[config.mk]
export PLATFORM = sky130hd
export DESIGN_NAME = lsu_align_flat
export DESIGN_NICKNAME = d
export VERILOG_FILES = /design/src/rtl/lsu_align_pkg.sv /design/src/rtl/lsu_align_if.sv /design/src/rtl/lsu_align_load_extend.sv /design/src/rtl/lsu_align.sv /design/src/flat_wrapper.sv
export SDC_FILE = /design/constraint.sdc
export NUM_CORES = 1
export LEC_CHECK = 0
export CAP_MARGIN = 10
export CORE_MARGIN = 5
export CORE_UTILIZATION = 33
export DETAILED_ROUTE_END_ITERATION = 7
export MAX_ROUTING_LAYER = met4
export PLACE_DENSITY = 0.82
export SLEW_MARGIN = 20
export SYNTH_ARGS = -nofsm -noshare
export SYNTH_HDL_FRONTEND = slang
export SYNTH_SLANG_ARGS = --single-unit
[constraint.sdc]
create_clock -name clk -period 2 [get_ports clk]
set_input_delay 0.2 -clock clk [delete_from_list [all_inputs] [get_ports clk]]
set_output_delay 0.2 -clock clk [all_outputs]
set_load 0.1 [all_outputs]
[src/rtl/lsu_align_pkg.sv]
// Shared types, funct3 encodings and lane/size helpers for the load/store alignment unit.
package lsu_pkg;

  localparam logic [2:0] LB  = 3'b000;
  localparam logic [2:0] LH  = 3'b001;
  localparam logic [2:0] LW  = 3'b010;
  localparam logic [2:0] LBU = 3'b100;
  localparam logic [2:0] LHU = 3'b101;
  localparam logic [2:0] SB  = 3'b000;
  localparam logic [2:0] SH  = 3'b001;
  localparam logic [2:0] SW  = 3'b010;

  typedef enum logic [1:0] {
    IDLE = 2'd0,
    LD0  = 2'd1,
    LD1  = 2'd2,
    ST1  = 2'd3
  } lsu_state_e;

  function automatic logic [2:0] size_bytes(input logic [1:0] sz);
    case (sz)
      2'b00:   return 3'd1;
      2'b01:   return 3'd2;
      2'b10:   return 3'd4;
      default: return 3'd0;
    endcase
  endfunction

  function automatic logic illegal_f3(input logic we, input logic [2:0] f3);
    if (we) return f3[2] || (f3[1:0] == 2'b11);
    return (f3 == 3'b011) || (f3 == 3'b110) || (f3 == 3'b111);
  endfunction

  function automatic logic misaligned(input logic [1:0] off, input logic [1:0] sz);
    case (sz)
      2'b00:   return 1'b0;
      2'b01:   return off[0];
      default: return |off;
    endcase
  endfunction

  function automatic logic crosses(input logic [1:0] off, input logic [1:0] sz);
    return ({2'b00, off} + {1'b0, size_bytes(sz)}) > 4'd4;
  endfunction

  // Low nibble is word A's lanes, high nibble spills into word B.
  function automatic logic [7:0] lane_mask(input logic [1:0] off, input logic [1:0] sz);
    logic [7:0] base;
    case (sz)
      2'b00:   base = 8'h01;
      2'b01:   base = 8'h03;
      default: base = 8'h0F;
    endcase
    return base << off;
  endfunction

endpackage

[src/rtl/lsu_align_if.sv]
// Request/response and data-memory bus between the MEM stage, lsu_align and the memory.
interface lsu_align_if #(
  parameter int ADDR_W = 32
);
  logic              req_valid;
  logic              req_ready;
  logic              req_we;
  logic [2:0]        req_funct3;
  logic [ADDR_W-1:0] req_addr;
  logic [31:0]       req_wdata;
  logic              resp_valid;
  logic [31:0]       resp_rdata;
  logic              resp_err;
  logic              mem_en;
  logic [3:0]        mem_we;
  logic [31:0]       mem_addr;
  logic [31:0]       mem_wdata;
  logic [31:0]       mem_rdata;

  modport master (
    output req_valid, req_we, req_funct3, req_addr, req_wdata, mem_rdata,
    input  req_ready, resp_valid, resp_rdata, resp_err,
    input  mem_en, mem_we, mem_addr, mem_wdata
  );

  modport slave (
    input  req_valid, req_we, req_funct3, req_addr, req_wdata, mem_rdata,
    output req_ready, resp_valid, resp_rdata, resp_err,
    output mem_en, mem_we, mem_addr, mem_wdata
  );
endinterface

[src/rtl/lsu_align_load_extend.sv]
// Load data extraction: shifts {B,A} down to the addressed byte and sign/zero-extends.
module load_extend
  import lsu_pkg::*;
(
  input  logic [63:0] data_i,
  input  logic [1:0]  offset_i,
  input  logic [2:0]  funct3_i,
  output logic [31:0] result_o
);
  logic [31:0] shifted;

  assign shifted = 32'(data_i >> {offset_i, 3'b000});

  always_comb begin
    result_o = shifted;
    case (funct3_i)
      LB:      result_o = {{24{shifted[7]}}, shifted[7:0]};
      LH:      result_o = {{16{shifted[15]}}, shifted[15:0]};
      LBU:     result_o = {24'h0, shifted[7:0]};
      LHU:     result_o = {16'h0, shifted[15:0]};
      LW:      result_o = shifted;
      default: result_o = shifted;
    endcase
  end
endmodule

[src/rtl/lsu_align.sv]
// RV32 load/store alignment unit in front of a word-addressed, one-cycle-read data memory.
// Define LSU_MISALIGN_EN to split word-crossing accesses; otherwise any misalignment errors.
// state | meaning
// IDLE  | ready; drives access A (or errors) straight from the live request
// LD0   | word A returning; finish, or issue read of word B
// LD1   | word B returning; finish split load
// ST1   | write of word B for a split store
module lsu_align
  import lsu_pkg::*;
#(
  parameter int ADDR_W = 32
) (
  input logic        clk,
  input logic        rst,
  lsu_align_if.slave bus
);
  localparam int WA_W = ADDR_W - 2;

  lsu_state_e  state_q, state_d;
  logic [2:0]  f3_q, f3_d;
  logic [1:0]  off_q, off_d;
  logic        resp_valid_q, resp_valid_d;
  logic [31:0] resp_rdata_q, resp_rdata_d;
  logic        resp_err_q, resp_err_d;
  logic        mem_en;
  logic [3:0]  mem_we;
  logic [31:0] mem_addr, mem_wdata;
  logic [63:0] ext_data;
  logic [31:0] ext_result;
  logic        req_err;
  logic [3:0]  req_lanes;

  assign req_lanes = 4'(lane_mask(bus.req_addr[1:0], bus.req_funct3[1:0]));

`ifdef LSU_MISALIGN_EN
  logic [WA_W-1:0] wa_q, wa_d;
  logic [31:0]     wdata_q, wdata_d;
  logic [31:0]     word_a_q, word_a_d;
  logic [3:0]      held_lanes_b;
  logic            req_split, held_split;

  assign req_err      = illegal_f3(bus.req_we, bus.req_funct3);
  assign req_split    = crosses(bus.req_addr[1:0], bus.req_funct3[1:0]);
  assign held_split   = crosses(off_q, f3_q[1:0]);
  assign held_lanes_b = 4'(lane_mask(off_q, f3_q[1:0]) >> 4);
  assign ext_data     = (state_q == LD1) ? {bus.mem_rdata, word_a_q} : {32'h0, bus.mem_rdata};
`else
  assign req_err  = illegal_f3(bus.req_we, bus.req_funct3) ||
                    misaligned(bus.req_addr[1:0], bus.req_funct3[1:0]);
  assign ext_data = {32'h0, bus.mem_rdata};
`endif

  load_extend u_load_extend (
    .data_i   (ext_data),
    .offset_i (off_q),
    .funct3_i (f3_q),
    .result_o (ext_result)
  );

  always_comb begin
    state_d      = state_q;
    f3_d         = f3_q;
    off_d        = off_q;
    resp_valid_d = 1'b0;
    resp_rdata_d = 32'h0;
    resp_err_d   = 1'b0;
    mem_en       = 1'b0;
    mem_we       = 4'h0;
    mem_addr     = 32'h0;
    mem_wdata    = 32'h0;
`ifdef LSU_MISALIGN_EN
    wa_d     = wa_q;
    wdata_d  = wdata_q;
    word_a_d = word_a_q;
`endif
    // Memory strobes stay quiet while reset is held so an interrupted access cannot continue.
    if (!rst) begin
      case (state_q)
        IDLE: begin
          if (bus.req_valid) begin
            f3_d  = bus.req_funct3;
            off_d = bus.req_addr[1:0];
`ifdef LSU_MISALIGN_EN
            wa_d    = bus.req_addr[ADDR_W-1:2];
            wdata_d = bus.req_wdata;
`endif
            if (req_err) begin
              resp_valid_d = 1'b1;
              resp_err_d   = 1'b1;
            end else begin
              mem_en   = 1'b1;
              mem_addr = 32'(bus.req_addr[ADDR_W-1:2]);
              if (bus.req_we) begin
                mem_we    = req_lanes;
                mem_wdata = bus.req_wdata << {bus.req_addr[1:0], 3'b000};
`ifdef LSU_MISALIGN_EN
                if (req_split) state_d = ST1;
                else resp_valid_d = 1'b1;
`else
                resp_valid_d = 1'b1;
`endif
              end else begin
                state_d = LD0;
              end
            end
          end
        end
        LD0: begin
`ifdef LSU_MISALIGN_EN
          if (held_split) begin
            word_a_d = bus.mem_rdata;
            mem_en   = 1'b1;
            mem_addr = 32'(wa_q + WA_W'(1));
            state_d  = LD1;
          end else
`endif
          begin
            resp_valid_d = 1'b1;
            resp_rdata_d = ext_result;
            state_d      = IDLE;
          end
        end
`ifdef LSU_MISALIGN_EN
        LD1: begin
          resp_valid_d = 1'b1;
          resp_rdata_d = ext_result;
          state_d      = IDLE;
        end
        ST1: begin
          mem_en       = 1'b1;
          mem_we       = held_lanes_b;
          mem_addr     = 32'(wa_q + WA_W'(1));
          mem_wdata    = wdata_q >> (6'd32 - {1'b0, off_q, 3'b000});
          resp_valid_d = 1'b1;
          state_d      = IDLE;
        end
`endif
        default: state_d = IDLE;
      endcase
    end
  end

  always_ff @(posedge clk) begin
    if (rst) begin
      state_q      <= IDLE;
      f3_q         <= 3'h0;
      off_q        <= 2'h0;
      resp_valid_q <= 1'b0;
      resp_rdata_q <= 32'h0;
      resp_err_q   <= 1'b0;
`ifdef LSU_MISALIGN_EN
      wa_q     <= '0;
      wdata_q  <= 32'h0;
      word_a_q <= 32'h0;
`endif
    end else begin
      state_q      <= state_d;
      f3_q         <= f3_d;
      off_q        <= off_d;
      resp_valid_q <= resp_valid_d;
      resp_rdata_q <= resp_rdata_d;
      resp_err_q   <= resp_err_d;
`ifdef LSU_MISALIGN_EN
      wa_q     <= wa_d;
      wdata_q  <= wdata_d;
      word_a_q <= word_a_d;
`endif
    end
  end

  assign bus.req_ready  = (state_q == IDLE);
  assign bus.resp_valid = resp_valid_q;
  assign bus.resp_rdata = resp_rdata_q;
  assign bus.resp_err   = resp_err_q;
  assign bus.mem_en     = mem_en;
  assign bus.mem_we     = mem_we;
  assign bus.mem_addr   = mem_addr;
  assign bus.mem_wdata  = mem_wdata;
endmodule

[src/flat_wrapper.sv]
// flat-port wrapper written by rule: the top's interface ports become plain ports
module lsu_align_flat import lsu_pkg::*;
#(
  parameter int ADDR_W = 32
)
  (clk, rst, bus_req_valid, bus_req_we, bus_req_funct3, bus_req_addr, bus_req_wdata, bus_mem_rdata, bus_req_ready, bus_resp_valid, bus_resp_rdata, bus_resp_err, bus_mem_en, bus_mem_we, bus_mem_addr, bus_mem_wdata);
  lsu_align_if #(.ADDR_W(ADDR_W)) bus_i ();
  input logic clk;
  input logic rst;
  input wire logic [$bits(bus_i.req_valid)-1:0] bus_req_valid;
  input wire logic [$bits(bus_i.req_we)-1:0] bus_req_we;
  input wire logic [$bits(bus_i.req_funct3)-1:0] bus_req_funct3;
  input wire logic [$bits(bus_i.req_addr)-1:0] bus_req_addr;
  input wire logic [$bits(bus_i.req_wdata)-1:0] bus_req_wdata;
  input wire logic [$bits(bus_i.mem_rdata)-1:0] bus_mem_rdata;
  output wire logic [$bits(bus_i.req_ready)-1:0] bus_req_ready;
  output wire logic [$bits(bus_i.resp_valid)-1:0] bus_resp_valid;
  output wire logic [$bits(bus_i.resp_rdata)-1:0] bus_resp_rdata;
  output wire logic [$bits(bus_i.resp_err)-1:0] bus_resp_err;
  output wire logic [$bits(bus_i.mem_en)-1:0] bus_mem_en;
  output wire logic [$bits(bus_i.mem_we)-1:0] bus_mem_we;
  output wire logic [$bits(bus_i.mem_addr)-1:0] bus_mem_addr;
  output wire logic [$bits(bus_i.mem_wdata)-1:0] bus_mem_wdata;
  assign bus_i.req_valid = bus_req_valid;
  assign bus_i.req_we = bus_req_we;
  assign bus_i.req_funct3 = bus_req_funct3;
  assign bus_i.req_addr = bus_req_addr;
  assign bus_i.req_wdata = bus_req_wdata;
  assign bus_i.mem_rdata = bus_mem_rdata;
  assign bus_req_ready = bus_i.req_ready;
  assign bus_resp_valid = bus_i.resp_valid;
  assign bus_resp_rdata = bus_i.resp_rdata;
  assign bus_resp_err = bus_i.resp_err;
  assign bus_mem_en = bus_i.mem_en;
  assign bus_mem_we = bus_i.mem_we;
  assign bus_mem_addr = bus_i.mem_addr;
  assign bus_mem_wdata = bus_i.mem_wdata;
  lsu_align #(.ADDR_W(ADDR_W)) u_core (.clk(clk), .rst(rst), .bus(bus_i));
endmodule
==> load_flow_metrics.sql, run 1 <==
INSERT INTO impl_metrics (metric_group, metric, value, unit) VALUES
('setup_path', 'worstPathCellList', 'or3b_4 -> a21oi_4 -> and3_1 -> buf_12 -> and2_4 -> buf_12', ''),
('synth', 'synthesized_flop_and_latch_total', '40', ''),
('synth', 'synth_cell_types', '33', ''),
('pwr', 'total_power', '0.00254', 'W'),
('drt', 'post_drt_via_cell_ratio', '5.05', ''),
('clocking', 'clkTransAtPathRegs', '70', 'ps'),
('synth', 'synth_sequential_area_ratio', '31.9', '%'),
('clocking', 'ctsRootBufferMaster', 'clkbuf_8', ''),
('worst_hold_path', 'hold_path_startpoint', 'rst', ''),
('synth', 'syn_std_cell_area', '2510', 'um^2'),
('clocking', 'number_of_clock_buffers_inserted_by_tritoncts', '5', ''),
('final_layout', 'design.final.nets', '625', ''),
('drt', 'top_layer_used', 'met4', ''),
('placed_design', 'pre_cts_ws', '-371', 'ps'),
('run', 'drv.max_cap_violation_count', '0', ''),
('drt', 'drt_iter0_markers', '102', ''),
('die', 'die_area', '9450', 'um^2'),
('timing', 'hold_ws', '385', 'ps'),
('timing', 'hold_viol', '0', ''),
('pwr', 'power-per-cell-area', '433', 'nW/um^2'),
('drt', 'wl_met2', '6240', 'um'),
('final_layout', 'commonest_non_fill_non_tap_cells_in_the_layout', 'clkdlybuf4s50_1, buf_12, buf_4', ''),
('setup_path', 'critical_path_arrival', '1870', 'ps'),
('global_routing', 'antenna_violations_before_repair', '0', ''),
('timing', 'clock_skew', '9.35', 'ps'),
('final_layout', 'antenna_cells_inserted', '0', ''),
('timing', 'setup_viol', '52', ''),
('final_layout', 'final_common_cell', 'clkdlybuf4s50_1', ''),
('placed_design', 'port-buffer-count', '204', ''),
('setup_path', 'critical_path_required', '1800', 'ps'),
('drt', 'route.vias.total', '3135', ''),
('synth', 'synthTopCellsByArea', 'dfxtp_1, mux2i_1, and2_1, a211oi_1, nor2_1', ''),
('setup_path', 'worst-path-buf-inv', '2', ''),
('clocking', 'ctsHoldBuffers', '0', ''),
('outcome', 'outcome', 'finished with violations', ''),
('clocking', 'cts_tree', 'built', ''),
('timing', 'worstMarginPinSlew', '596', 'ps'),
('placed_design', 'finalWeightedCongestion', '0.841', ''),
('timing', 'timing.final.ws_setup', '-73.8', 'ps'),
('global_routing', 'grt_start_max_net_pins', '33', ''),
('die', 'floorplan.io_pins', '207', ''),
('timing', 'timing.final.max_slew_violations', '0', ''),
('setup_path', 'setup.worst_path.class', 'reg2out', ''),
('drt', 'routed_wire_length_per_instance', '19.1', 'um'),
('synth', 'synth_area_per_cell', '8.21', 'um^2'),
('drt', 'met1_wire_length', '3960', 'um'),
('synth', 'synth-edff-count', '0', ''),
('outcome', 'violations_in_the_final_reports', 'negative setup slack', ''),
('drt', 'drcViolationCount', '0', ''),
('drt', 'final_antenna_net_count', '0', ''),
('final_layout', 'final-seq-area', '801', 'um^2'),
('setup_path', 'timing.reg2reg.setup_slack', '190', 'ps'),
('clocking', 'clock_insertion_delay_worst_skew', '290', 'ps'),
('timing', 'rsz0062_at_grt', 'yes', ''),
('synth', 'postSynth.asyncResetShare', '0', '%'),
('pwr', 'leakage', '2.45', 'nW'),
('setup_path', 'crit_path_largest_cell_delay', '390', 'ps'),
('synth', 'synth_top_area_share', '31.9', '%'),
('timing', 'timing.fmax', '0.482', 'GHz'),
('die', 'die_width', '97.2', 'um'),
('die', 'floorplan.core_area', '7330', 'um^2'),
('timing', 'final_period_minus_worst_setup_slack', '2070', 'ps'),
('placed_design', 'detailedPlacementHpwl', '9610', 'um'),
('final_layout', 'post_route_cells_drive_above_1_share', '40.6', '%'),
('clocking', 'clock_tree.htree_level_count', '2', ''),
('global_routing', 'first_global_vias', '3393', ''),
('global_routing', 'grt_util_all_layers', '24.0', '%'),
('die', 'die_h', '97.2', 'um'),
('timing', 'fin_tns_setup', '-2010', 'ps'),
('pwr', 'ir_worst_vdd', '286', 'uV'),
('setup_path', 'crit_path_start', 'u_core.state_q[0]$_SDFFE_PP0P_', '');
routing by layer:
layer / up-vias / global-route usage, %
li1: 1502 / -
met1: 1461 / 22.9
met2: 156 / 43.7
met3: 16 / 12.3
met4: 0 / 5.01
met5: - / -
kinds of logic (layout without fill, tap and decap cells):
group,Yosys count,in the layout,share of synthesized area [%]
other,1,2,0.149
flip-flops,40,40,31.9
buffers and inverters,29,244,5.08
AND/OR/NAND/NOR,114,114,25.3
AO/OA/AOI/OAI,83,83,21.9
multiplexers,39,39,15.6
what timing repair did:
| action | CTS | global route |
|---|---|---|
| gates cloned | 0 | 1 |
| resized for setup | 26 | 7 |
| setup buffers | 1 | 0 |
| endpoints found under the setup margin | 67 | 66 |
| pin swaps | 8 | 3 |
through the flow:
stage                     cell area [um^2]  instances  util, %
after floorplan                       2760        307        -
after global placement                5610        612     76.5
after detailed placement              5610        612     76.5
after CTS                             5820        620     79.4
after global routing                  5880        621     80.2
final                                 5880        621     80.2
power by group:
group	switching (W)	internal [W]	leakage [nW]
logic	0.000543	0.000416	2.06
registers	0.0000104	0.000812	0.324
clock network	0.000271	0.000491	0.0642
tightest hold or removal path, delay by kind of cell:
kind                   cells  cell delay (ps)
buffers and inverters      2              390
AND/OR/NAND/NOR            1               50
cell type report:
class | instances | area share (%)
Sequential cell | 40 | 13.6
Clock inverter | 2 | 1.02
Multi-Input combinational cell | 238 | 32.2
Clock buffer | 5 | 1.17
Tap cell | 99 | 2.11
Timing Repair Buffer | 234 | 49.7
Inverter | 3 | 0.192
Yosys cell counts, types with 3 or more instances:
master    count
dfxtp_1      40
and2_1       38
mux2i_1      37
nor2_1       35
a211oi_1     31
nor2b_1      20
a21oi_1      19
o21ai_0      19
clkbuf_1     12
buf_2         9
a21o_1        8
and3_1        8
buf_1         3
inv_1         3
flip-flops by register name (all words and copies together), names as in the netlist:
| register | cells |
|---|---|
| u_core.bus.resp_err | 1 |
| u_core.bus.resp_valid | 1 |
| u_core.bus.resp_rdata | 32 |
| u_core.f3_q | 3 |
| u_core.off_q | 2 |
| u_core.state_q | 1 |
worst paths after layout:
path	end	cells after the start
max	bus_mem_wdata[5]	6
min	u_core.f3_q[1]$_SDFFE_PP0P_	3
max reg2reg	u_core.bus.resp_rdata[18]$_SDFF_PP0_	4
min reg2reg	u_core.f3_q[2]$_SDFFE_PP0P_	2
Power figures use the tool's default switching activity.
==> run 2, diff against run 1 <==
- CORE_MARGIN: 5 -> 4
- CTS_CLUSTER_DIAMETER: unset -> 150
==> run 2 against run 1 <==
Net effect: via count increased by 1.5%; clock skew decreased by 4.1 ps; sequential cell count is the same; worst setup slack lost 37 ps; critical path depth stayed put; utilization shrank 0.22 points; largest cell class unchanged; worst hold slack got worse by 65 ps; first-iteration DRC count grew 16%; sequential share of layout area up 0.059 points; clock-buffer cell count grew 1; the flow still finishes with violations (negative setup slack).
==> load_flow_metrics.sql, run 2 (same netlist as run 1, synthesis figures left out) <==
INSERT INTO impl_metrics (metric_group, metric, value, unit) VALUES
('outcome', 'outcome', 'finished with violations', ''),
('outcome', 'violations_in_the_final_reports', 'negative setup slack', ''),
('worst_hold_path', 'hold_path_end', 'u_core.f3_q[0]$_SDFFE_PP0P_', ''),
('timing', 'timing.fmax', '0.474', 'GHz'),
('setup_path', 'critical_path_required', '1800', 'ps'),
('placed_design', 'dpl.cell_count', '612', ''),
('clocking', 'clock_tree.htree_level_count', '2', ''),
('pwr', 'p_int', '0.00146', 'W'),
('die', 'die_width', '95.2', 'um'),
('clocking', 'clkTransAtPathRegs', '70', 'ps'),
('setup_path', 'worstPathCellList', 'or3b_4 -> a21oi_4 -> nand2_4 -> buf_6 -> a211oi_4 -> buf_12', ''),
('drt', 'detail_route.first_pass.iterations', '4', ''),
('die', 'floorplan.core_area', '7330', 'um^2'),
('setup_path', 'r2r-start', 'u_core.off_q[0]$_SDFFE_PP0P_', ''),
('setup_path', 'reg2regPathDepth', '4', ''),
('timing', 'clock_skew', '5.22', 'ps'),
('clocking', 'number_of_clock_buffers_inserted_by_tritoncts', '5', ''),
('timing', 'fin_tns_setup', '-3280', 'ps'),
('die', 'number_of_standard_cell_rows_in_the_floorplan', '31', ''),
('die', 'initial_utilization', '34.3', '%'),
('pwr', 'power.switching_fraction', '35.5', '%'),
('pwr', 'pwr-share-seq', '36.2', '%'),
('global_routing', 'grt_start_max_net_pins', '40', ''),
('setup_path', 'r2r_end', 'u_core.bus.resp_rdata[19]$_SDFF_PP0_', ''),
('drt', 'routed_wl', '12100', 'um'),
('pwr', 'power-per-cell-area', '388', 'nW/um^2'),
('timing', 'final_period_minus_worst_setup_slack', '2110', 'ps'),
('drt', 'routed_wire_length_per_instance', '19.3', 'um'),
('clocking', 'cts_tree', 'built', ''),
('die', 'floorplan.io_pins', '207', ''),
('global_routing', 'gr-total-overflow', '0', ''),
('drt', 'final_antenna_net_count', '0', ''),
('setup_path', 'critical_path_arrival', '1910', 'ps'),
('timing', 'timing.final.ws_setup', '-110', 'ps'),
('worst_hold_path', 'worstHoldPathType', 'in2reg', ''),
('global_routing', 'first_global_vias', '3385', ''),
('pwr', 'leakage', '2.43', 'nW'),
('run', 'drv.max_cap_violation_count', '0', ''),
('setup_path', 'critical_path_peak_fanout', '5', ''),
('clocking', 'maximum_buffer_depth_of_the_clock_tree', '2', ''),
('timing', 'setup_viol', '56', ''),
('timing', 'rsz0062_at_grt', 'yes', ''),
('setup_path', 'worst-path-buf-inv', '2', ''),
('setup_path', 'timing.reg2reg.setup_slack', '170', 'ps'),
('setup_path', 'setup.worst_path.class', 'reg2out', ''),
('final_layout', 'largest_register_ff_count', '32', ''),
('clocking', 'ctsHoldBuffers', '0', ''),
('pwr', 'combinationalPowerShare', '42.6', '%'),
('pwr', 'ir_worst_vdd', '279', 'uV'),
('die', 'die_h', '95.2', 'um'),
('placed_design', 'port-buffer-count', '204', ''),
('drt', 'drt_iter0_markers', '118', ''),
('final_layout', 'post_route_cells_drive_above_1_share', '41.0', '%'),
('timing', 'timing.final.max_slew_violations', '0', ''),
('final_layout', 'layoutNonFillerInstCount', '627', ''),
('clocking', 'ctsRootBufferMaster', 'clkbuf_8', ''),
('timing', 'max-slew-margin-rel', '58.1', '%'),
('worst_hold_path', 'hold_path_startpoint', 'bus_req_funct3[0]', ''),
('timing', 'post-route-period-util', '106', '%'),
('setup_path', 'critical_path.top_delay_family', 'simple AND/OR/NAND/NOR gates', ''),
('drt', 'drcViolationCount', '0', ''),
('pwr', 'clkPwrFrac', '21.2', '%'),
('setup_path', 'start_kind', 'flip-flop', ''),
('final_layout', 'commonest_non_fill_non_tap_cells_in_the_layout', 'clkdlybuf4s50_1, buf_12, buf_4', ''),
('die', 'die_area', '9070', 'um^2'),
('clocking', 'clock_insertion_delay_worst_skew', '280', 'ps'),
('global_routing', 'wire_length_of_the_first_global_routing_pass', '17800', 'um'),
('final_layout', 'fillers', '428', ''),
('global_routing', 'grt_util_all_layers', '26.5', '%'),
('drt', 'post_drt_via_cell_ratio', '5.07', ''),
('setup_path', 'setup.worst_path.end_class', 'output port', ''),
('timing', 'worstMarginPinSlew', '611', 'ps'),
('final_layout', 'design.final.nets', '627', ''),
('final_layout', 'final_common_cell', 'clkdlybuf4s50_1', ''),
('setup_path', 'crit_path_largest_cell_delay', '390', 'ps'),
('placed_design', 'detailedPlacementHpwl', '9670', 'um'),
('timing', 'hold_viol', '0', ''),
('final_layout', 'areaGrowthSynthToFinish', '133', '%'),
('worst_hold_path', 'min_delay_path_depth', '4', ''),
('pwr', 'power_switching', '0.000808', 'W'),
('setup_path', 'timing.critical_path.slowest_stage_cell', 'or3b_4', ''),
('clocking', 'clkSinkCount', '40', ''),
('drt', 'route.vias.total', '3182', ''),
('placed_design', 'finalWeightedCongestion', '0.876', ''),
('global_routing', 'antenna_violations_before_repair', '4', '');
==> run 2: cell count changes in the layout (fill, tap and decap cells not counted), sizes merged <==
cell / delta
clkbuf: +1
buf: +4
clkdlybuf4s15: -2
bufinv: -2
clkinv: +1
diode: +4
==> run 2: routing by layer <==
layer	global-route usage [%]	wire, um	vias to the layer above
li1	-	-	1509
met1	25.0	3950	1488
met2	49.5	6470	167
met3	10.5	1480	18
met4	7.09	227	0
met5	-	0	-
==> run 2: worst max path at each step <==
stage	start	end	slack, ps	cells past startpoint
after floorplan	rst	bus_mem_wdata[30]	-460	6
after global placement	bus_req_funct3[0]	bus_mem_addr[0]	-320	6
after detailed placement	bus_req_funct3[0]	bus_mem_addr[0]	-360	6
after CTS	u_core.state_q[0]$_SDFFE_PP0P_	bus_mem_wdata[31]	-130	6
after global routing	u_core.state_q[0]$_SDFFE_PP0P_	bus_mem_we[2]	-170	6
final	u_core.state_q[0]$_SDFFE_PP0P_	bus_mem_wdata[25]	-110	6
==> run 2: layout make-up <==
cell class                 instances  area [um^2]  share of cell area [%]
inverter                           3         11.3                   0.192
tap                               99          124                    2.11
multi-input combinational        238         1910                    32.6
sequential                        40          802                    13.7
clock buffer                       6         72.6                    1.24
clock inverter                     1         5.00                  0.0854
timing repair buffer             236         2920                    49.9
antenna                            4         10.0                   0.171
==> run 2: through the flow <==
| step | util [%] | power [W] | hold slack [ps] | setup WS, ps | cell area, um^2 |
|---|---|---|---|---|---|
| 2_1_floorplan | - | 0.00135 | 272 | -460 | 2760 |
| 3_3_place_gp | 76.7 | 0.00176 | 525 | -322 | 5620 |
| 3_5_place_dp | 76.7 | 0.00178 | 576 | -358 | 5620 |
| 4_1_cts | 79.4 | 0.00227 | 321 | -130 | 5820 |
| 5_1_grt | 79.9 | 0.00236 | 340 | -175 | 5860 |
| 6_report | 79.9 | 0.00227 | 320 | -110 | 5860 |
==> run 2: timing repair <==
action                     CTS  global route
setup endpoints to repair   67            66
gates resized for setup     28             8
pin swaps                    9             3
setup buffers                3             0
gates cloned                 1             1
==> run 2: power by group through the flow <==
stage / Clock, W / Combinational [W] / Sequential (W)
2_1_floorplan: 0 / 0.000450 / 0.000902
3_3_place_gp: 0 / 0.000917 / 0.000839
3_5_place_dp: 0 / 0.000935 / 0.000840
4_1_cts: 0.000490 / 0.000956 / 0.000822
5_1_grt: 0.000528 / 0.00101 / 0.000824
6_report: 0.000483 / 0.000968 / 0.000822
==> run 2: worst reg2reg max path, cell delays in order (launching register included) <==
cell	delay, ps
dfxtp_1	480
mux2_2	390
or3_1	340
o2111ai_1	250
o21ai_0	210
